===== config.mk =====
export PLATFORM = sky130hd
export DESIGN_NAME = gray_counter
export DESIGN_NICKNAME = d
export VERILOG_FILES = /design/src/rtl/gray_pkg.sv /design/src/rtl/bin_to_gray.sv /design/src/rtl/gray_counter.sv
export SDC_FILE = /design/constraint.sdc
export NUM_CORES = 1
export LEC_CHECK = 0
export CORE_AREA = 2 2 39 41
export DETAILED_ROUTE_END_ITERATION = 16
export DIE_AREA = 0 0 41 43
export PLACE_DENSITY_LB_ADDON = 0.05
export SYNTH_ARGS = -nofsm -noshare
export SYNTH_HDL_FRONTEND = slang
export SYNTH_SLANG_ARGS = --single-unit
export TNS_END_PERCENT = 50

===== constraint.sdc =====
create_clock -name clk -period 2 [get_ports clk]
set_input_delay 0.3 -clock clk [delete_from_list [all_inputs] [get_ports clk]]
set_output_delay 0.3 -clock clk [all_outputs]
set_load 0.01 [all_outputs]

===== src/rtl/gray_pkg.sv =====
// Shared constants for the Gray/binary up-down counter: output code selectors and default width.
package gray_pkg;

  localparam int DEFAULT_WIDTH = 3;

  localparam logic MODE_BIN  = 1'b0;
  localparam logic MODE_GRAY = 1'b1;

endpackage


===== src/rtl/bin_to_gray.sv =====
// Purely combinational binary-to-reflected-Gray converter.
// Each Gray bit is the XOR of a binary bit and its upper neighbour; the MSB passes through.
module bin_to_gray #(
  parameter int WIDTH = 3
) (
  input  logic [WIDTH-1:0] bin_i,
  output logic [WIDTH-1:0] gray_o
);

  assign gray_o = bin_i ^ (bin_i >> 1);

endmodule


===== src/rtl/gray_counter.sv =====
// Up/down modulo-2^WIDTH counter with synchronous load and a binary or Gray registered output.
// Output and wrap pulse are registered, so both reflect the state one cycle after the edge.
module gray_counter
  import gray_pkg::*;
#(
  parameter int WIDTH = DEFAULT_WIDTH
) (
  input  logic             clk,
  input  logic             rst_n,
  input  logic             en,
  input  logic             up,
  input  logic             load,
  input  logic [WIDTH-1:0] load_val,
  input  logic             select,
  output logic [WIDTH-1:0] out,
  output logic             wrap
);

  localparam logic [WIDTH-1:0] MAX_VAL = '1;

  logic [WIDTH-1:0] bin_q, bin_d;
  logic [WIDTH-1:0] gray_d;
  logic [WIDTH-1:0] out_q, out_d;
  logic             wrap_q, wrap_d;

  // Load beats enable; only a real count step across the boundary flags a wrap.
  always_comb begin
    bin_d  = bin_q;
    wrap_d = 1'b0;
    if (load) begin
      bin_d = load_val;
    end else if (en) begin
      if (up) begin
        bin_d  = bin_q + WIDTH'(1);
        wrap_d = (bin_q == MAX_VAL);
      end else begin
        bin_d  = bin_q - WIDTH'(1);
        wrap_d = (bin_q == '0);
      end
    end
  end

  bin_to_gray #(
    .WIDTH(WIDTH)
  ) u_bin_to_gray (
    .bin_i  (bin_d),
    .gray_o (gray_d)
  );

  // Encoding is taken from the next state, so a select change re-encodes even a held value.
  assign out_d = (select == MODE_GRAY) ? gray_d : bin_d;

  always_ff @(posedge clk or negedge rst_n) begin
    if (!rst_n) begin
      bin_q  <= '0;
      out_q  <= '0;
      wrap_q <= 1'b0;
    end else begin
      bin_q  <= bin_d;
      out_q  <= out_d;
      wrap_q <= wrap_d;
    end
  end

  assign out  = out_q;
  assign wrap = wrap_q;

endmodule

==> results.cfg, run 1 <==
[place]
hpwl_um = 554
gp_congestion = 0.728
port_buffers = 12
dp.cells = 60

[critical_path]
rr_endpoint = out[1]
crit_chain = clkdlybuf4s50_1 -> inv_1 -> fa_1 -> xnor2_2 -> nor4bb_2 -> a221o_1 -> xor2_1
cp_slowest_cell = clkdlybuf4s50_1
timing.critical_path.from = up
crit_fanout = 3
worstRegToRegCells = 5
cp.depth = 7
worst_setup_path_start_kind = input pin
critPathTopFamily = buffers and inverters
worstPathBufferInverterCount = 2
r2r_setup_slack_ps = 270
r2r-start = bin_q[0]
endpoint_kind = register
endpoint = out[1]
cpPeakStageDelay_ps = 480
critical_path_required_ps = 2110
critPathKind = in -> reg
cp.arrival_ps = 2030

[global_routing]
grt_pass1_wl_mm = 1.08
grt_pass1_vias = 273
grt_use_total = 0.0958
grt-ovfl-total = 0
grt_max_degree = 8
antenna_found_initial = 0

[floorplanning]
die_h_um = 43
fp.dieW_um = 41
initial_utilization = 0.252
dieArea_mm2 = 0.00176
io_pins = 13
num_rows = 14
core_mm2 = 0.00138

[finish]
fin_cells = 63
nFillCells = 143
multi_input_area_um2 = 190
drive_above_1_share = 0.170
seq_area_um2 = 150
layout.nets = 59
area_growth_pct = 49.5
antenna_cells = 0

[sta]
setup_viol = 0
tightest_slew_ps = 241
report.final.slew_viol_count = 0
hold_viol = 0
period_minus_slack_ps = 1920
max_freq_ghz = 0.521
period_share = 0.959
slew_headroom = 0.837
rsz0062_at_grt = no
setup_tns_ps = 0
clock-skew-final_ps = 0.212

[power_and_ir_drop]
irDropWorstVdd_uv = 177
p_leak_nw = 0.223
power_per_cell_area_mw_per_mm2 = 748

[cts]
clock_path_buffers = 2
cts_root_buf = clkbuf_4
post_cts_buffers = 0
h-tree-depth = 1
clock_latency_ps = 230
cts_buffers = 3
path_clk_slew_ps = 40
cts.sinks = 6
cts_tree = done

[drt]
routed_wl_um = 695
drt_pass1_iterations = 4
wl_per_cell_um = 11.0
drt_iter0_drc = 2
ant_nets = 0
drc = 0
routed-via-count = 299
via_per_inst = 4.75

[logic_synthesis]
synth.distinct_cells = 18
syn-num-nets = 42
netlist_instances = 32
yosysWarnings = 0
syn_area_um2 = 349
avgSynthCellArea_um2 = 10.9
ys_seq_area_frac = 0.430
ys_ff_latch = 6

[flow_run]
maxCapViolations = 0

[worst_hold_path]
hp-class = in -> async

[run_status]
status = finished, final reports clean
[cell usage after synthesis]
cell type  n  area (um2)
xnor2_1    3        26.3
mux2i_1    1        10.0
nand4_1    1        6.26
o21ai_1    2        10.0
nand2b_1   1        6.26
inv_1      1        3.75
o21ai_2    1        8.76
o21ai_0    1        5.00
nor4bb_1   2        20.0
buf_4      1        7.51
buf_6      1        11.3
xor2_1     2        17.5
a221o_1    1        10.0
dfrtp_1    6         150
o41ai_1    1        8.76
and3b_1    1        8.76
nand2_1    5        18.8
fa_1       1        20.0
[flip-flops by register name, indices dropped and copies added, names as in the netlist]
signal / count
bin_q: 3
out: 2
wrap: 1
[power by group]
part	internal, mW	total [mW]	switching [mW]	leakage (nW)
registers	0.142	0.160	0.0179	0.0736
logic	0.0747	0.126	0.0513	0.136
clock network	0.0674	0.104	0.0369	0.0138
[area by class of cell]
type,count,area share
inverters,1,0.00719
well taps,16,0.0384
clock buffers,3,0.0432
repair buffers,14,0.259
flip-flops and latches,6,0.288
multi-input cells,23,0.365
[metrics by stage]
step | power [mW] | util | setup slack, ps | hold slack (ps) | instance area, um2
finish | 0.390 | 0.377 | 82.1 | 298 | 522
CTS | 0.393 | 0.367 | 52.5 | 295 | 508
detailed placement | 0.283 | 0.351 | -191 | 551 | 485
global route | 0.420 | 0.377 | 6.12 | 308 | 522
floorplan | 0.225 | - | 374 | 4.41 | 349
global placement | 0.280 | 0.351 | -156 | 547 | 485
[worst register-to-register path, stage by stage, from the launching register on]
cell      delay, ps
dfrtp_1         430
fa_1            450
xnor2_2         230
nor4bb_2         80
a221o_1         280
xor2_1          140
[metal layers]
| layer | track usage | routed length [um] | vias up |
|---|---|---|---|
| met2 | 0.131 | 382 | 15 |
| li1 | - | - | 145 |
| met1 | 0.114 | 260 | 139 |
| met3 | 0.0157 | 51 | 0 |
| met4 | 0.100 | 0 | 0 |
| met5 | 0 | 0 | - |
[repair_timing]
item,in CTS,in global routing
hold buffers,0,0
endpoints found under the setup margin,0,1
resized for setup,0,2
[logic make-up (layout without fill, tap and decap cells)]
| family | count (synthesis) | after routing | share of synthesized area |
|---|---|---|---|
| flops | 6 | 6 | 0.430 |
| mux | 1 | 1 | 0.0287 |
| simple gates | 10 | 10 | 0.172 |
| buf+inv | 3 | 18 | 0.0645 |
| fa+ha+maj | 1 | 1 | 0.0573 |
| xor+xnor | 5 | 5 | 0.125 |
| compound gates | 6 | 6 | 0.122 |
[cell usage in the layout (no fill, tap or decap)]
master           netlist  routed
clkdlybuf4s50_1        0      12
dfrtp_1                6       6
nand2_1                5       5
clkbuf_4               0       3
xnor2_1                3       2
o21ai_1                2       2
xor2_1                 2       2
buf_4                  1       2
inv_1                  1       1
mux2i_1                1       1
o21ai_2                1       1
xnor2_2                0       1
o21ai_0                1       1
nand2b_1               1       1
nor4bb_1               2       1
nor4bb_2               0       1
a221o_1                1       1
nand4_1                1       1
o41ai_1                1       1
and3b_1                1       1
fa_1                   1       1
[worst min path at each step]
stage	depth (start not counted)	endpoint	slack [ps]	from
after floorplan	0	bin_q[0]	4	rst_n
after global placement	1	out[1]	550	rst_n
after detailed placement	1	out[1]	550	rst_n
after CTS	1	out[1]	290	rst_n
after global routing	1	bin_q[0]	310	rst_n
final	1	out[1]	300	rst_n
Power figures use the tool's default switching activity.
==> inputs of run 2 (changes only) <==
--- a/config.mk
+++ b/config.mk
@@ -9,6 +9,7 @@
 export DETAILED_ROUTE_END_ITERATION = 16
 export DIE_AREA = 0 0 41 43
 export PLACE_DENSITY_LB_ADDON = 0.05
+export SLEW_MARGIN = 20
 export SYNTH_ARGS = -nofsm -noshare
 export SYNTH_HDL_FRONTEND = slang
 export SYNTH_SLANG_ARGS = --single-unit
==> constraint.sdc (replaced) <==
create_clock -name clk -period 2.12 [get_ports clk]
set_input_delay 0.318 -clock clk [delete_from_list [all_inputs] [get_ports clk]]
set_output_delay 0.318 -clock clk [all_outputs]
set_load 0.01 [all_outputs]
==> run 2 against run 1 <==
  * Die area unchanged
  * Critical path depth unchanged
  * First-iteration DRC count unchanged
  * Power decreased by 6.6%
  * Sequential share of layout area increased by 1.2 points
  * Final cell count decreased by 1.6%
  * Via count decreased by 3.3%
  * Utilization decreased by 1.5 points
  * Worst hold slack improved by 15 ps
  * Critical endpoint unchanged
  * Highest routed layer unchanged
==> results.cfg, run 2 (synthesis results as in run 1) <==
[run_status]
status = finished, final reports clean

[critical_path]
cp_slowest_cell = clkdlybuf4s50_1
cp.arrival_ps = 2070
crit_fanout = 3
worst_setup_path_start_kind = input pin
crit_chain = clkdlybuf4s50_1 -> inv_1 -> fa_1 -> xnor2_1 -> nor4bb_1 -> a221o_1 -> xor2_1
worstPathBufferInverterCount = 2
cpPeakStageDelay_ps = 470
critPathTopFamily = buffers and inverters
critPathKind = in -> reg
critical_path_required_ps = 2230
endpoint_kind = register

[cts]
cts_tree = done
ctsHoldBuffers = 0
cts.sinks = 6
cts_buffers = 3
clock_path_buffers = 2
path_clk_slew_ps = 50
cts_root_buf = clkbuf_4
h-tree-depth = 1
post_cts_buffers = 0
clock_latency_ps = 240
cts_resized = 0

[place]
dp_slack_ps = -65.8
gp_congestion = 0.645
place_area_um2 = 478
dp.cells = 59
hpwl_um = 569
port_buffers = 12

[drt]
drt_iter0_drc = 2
drc = 0
routed-via-count = 289
ant_nets = 0
wl_met2_um = 342
via_per_inst = 4.66
top_layer_used = met3
wl_per_cell_um = 11.2
routed_wl_um = 697
wl_met1_um = 304
wl_met3_um = 50
drt_pass1_iterations = 4

[finish]
antenna_cells = 0
top_register = bin_q
final_cell_area_um2 = 500
layout_common_cells = 12 x clkdlybuf4s50_1, 6 x dfrtp_1, 5 x nand2_1, 3 x xnor2_1, 3 x clkbuf_4
area_growth_pct = 43.4
drive_above_1_share = 0.109
final_common_cell = clkdlybuf4s50_1
utilization = 0.362
largest_register_ffs = 3
layout.nets = 58
fin_cells = 62

[power_and_ir_drop]
power_per_cell_area_mw_per_mm2 = 728
clockPowerShare = 0.280
seqPwrFrac = 0.414
fin_total_pwr_mw = 0.364
combPwrFrac = 0.306
p_int_mw = 0.263
p_switching_mw = 0.101
p_leak_nw = 0.212
irDropWorstVdd_uv = 214
switching_share = 0.278

[sta]
period_minus_slack_ps = 1960
hold_viol = 0
setup_ws_ps = 162
slew_headroom = 0.782
max_freq_ghz = 0.511
tightest_slew_ps = 326
clock-skew-final_ps = 7.70
report.final.slew_viol_count = 0
setup_viol = 0
period_share = 0.924
rsz0062_at_grt = no

[floorplanning]
dieArea_mm2 = 0.00176
fp.dieW_um = 41
initial_utilization = 0.252
die_h_um = 43
num_rows = 14
io_pins = 13
core_mm2 = 0.00138

[flow_run]
maxCapViolations = 0

[worst_hold_path]
hp-class = in -> async

[global_routing]
grt-ovfl-total = 0
grt_use_total = 0.101
antenna_found_initial = 0
grt_pass1_wl_mm = 1.17
grt_max_degree = 11
grt_pass1_vias = 298
run 2: changes by cell type in the layout (fill, tap and decap cells not counted):
cell,before,now
nor4bb_1,1,2
buf_4,2,1
xnor2_1,2,3
xnor2_2,1,0
nor4bb_2,1,0
run 2: final timing paths:
path | start | to | slack (ps) | cells after the start
worst min-delay path | rst_n | bin_q[0] | 310 | 1
worst min register to register | bin_q[0] | bin_q[0] | 710 | 2
worst max register to register | bin_q[0] | out[1] | 350 | 5
max in group asynchronous | rst_n | bin_q[2] | 1590 | 1
worst max-delay path | up | out[1] | 160 | 7
min in group clk | load_val[0] | bin_q[0] | 680 | 3
run 2: power by group through the flow:
stage                     registers [mW]  logic (mW)  clock network, mW
after CTS                          0.151       0.113              0.106
after global placement             0.153       0.110                  0
after global routing               0.154       0.123              0.118
final                              0.151       0.111              0.102
after floorplan                    0.154      0.0576                  0
after detailed placement           0.152       0.113                  0
run 2: metrics by stage:
| stage | hold WS, ps | setup TNS (ps) |
|---|---|---|
| after global placement | 570 | -47.4 |
| final | 314 | 0 |
| after detailed placement | 575 | -65.8 |
| after floorplan | 22.4 | 0 |
| after global routing | 330 | 0 |
| after CTS | 319 | 0 |
run 2: worst reg2reg max path, cell delays in order, from the launching register on:
cell and delay [ps]:
dfrtp_1 430, fa_1 420, xnor2_1 270, nor4bb_1 100, a221o_1 280, xor2_1 140
run 2: area by class of cell:
class,count,area [um2]
clock buffer,3,22.5
fill,145,883
inverter,1,3.75
multi-input combinational,23,176
sequential,6,150
tap,16,20.0
timing repair buffer,13,128
run 2: metal layers:
metal	vias to the layer above	global-route usage
li1	141	-
met1	137	0.118
met2	11	0.153
met3	0	0.0471
met4	0	0.0400
met5	-	0
==> inputs of run 3 (changes only) <==
--- a/config.mk
+++ b/config.mk
@@ -5,6 +5,8 @@
 export SDC_FILE = /design/constraint.sdc
 export NUM_CORES = 1
 export LEC_CHECK = 0
+export ABC_CLOCK_PERIOD_IN_PS = 2120
+export CAP_MARGIN = 40
 export CORE_AREA = 2 2 39 41
 export DETAILED_ROUTE_END_ITERATION = 16
 export DIE_AREA = 0 0 41 43
==> results of run 3 <==
Same layout as run 2: the final DEF is identical, and so are final timing and power.
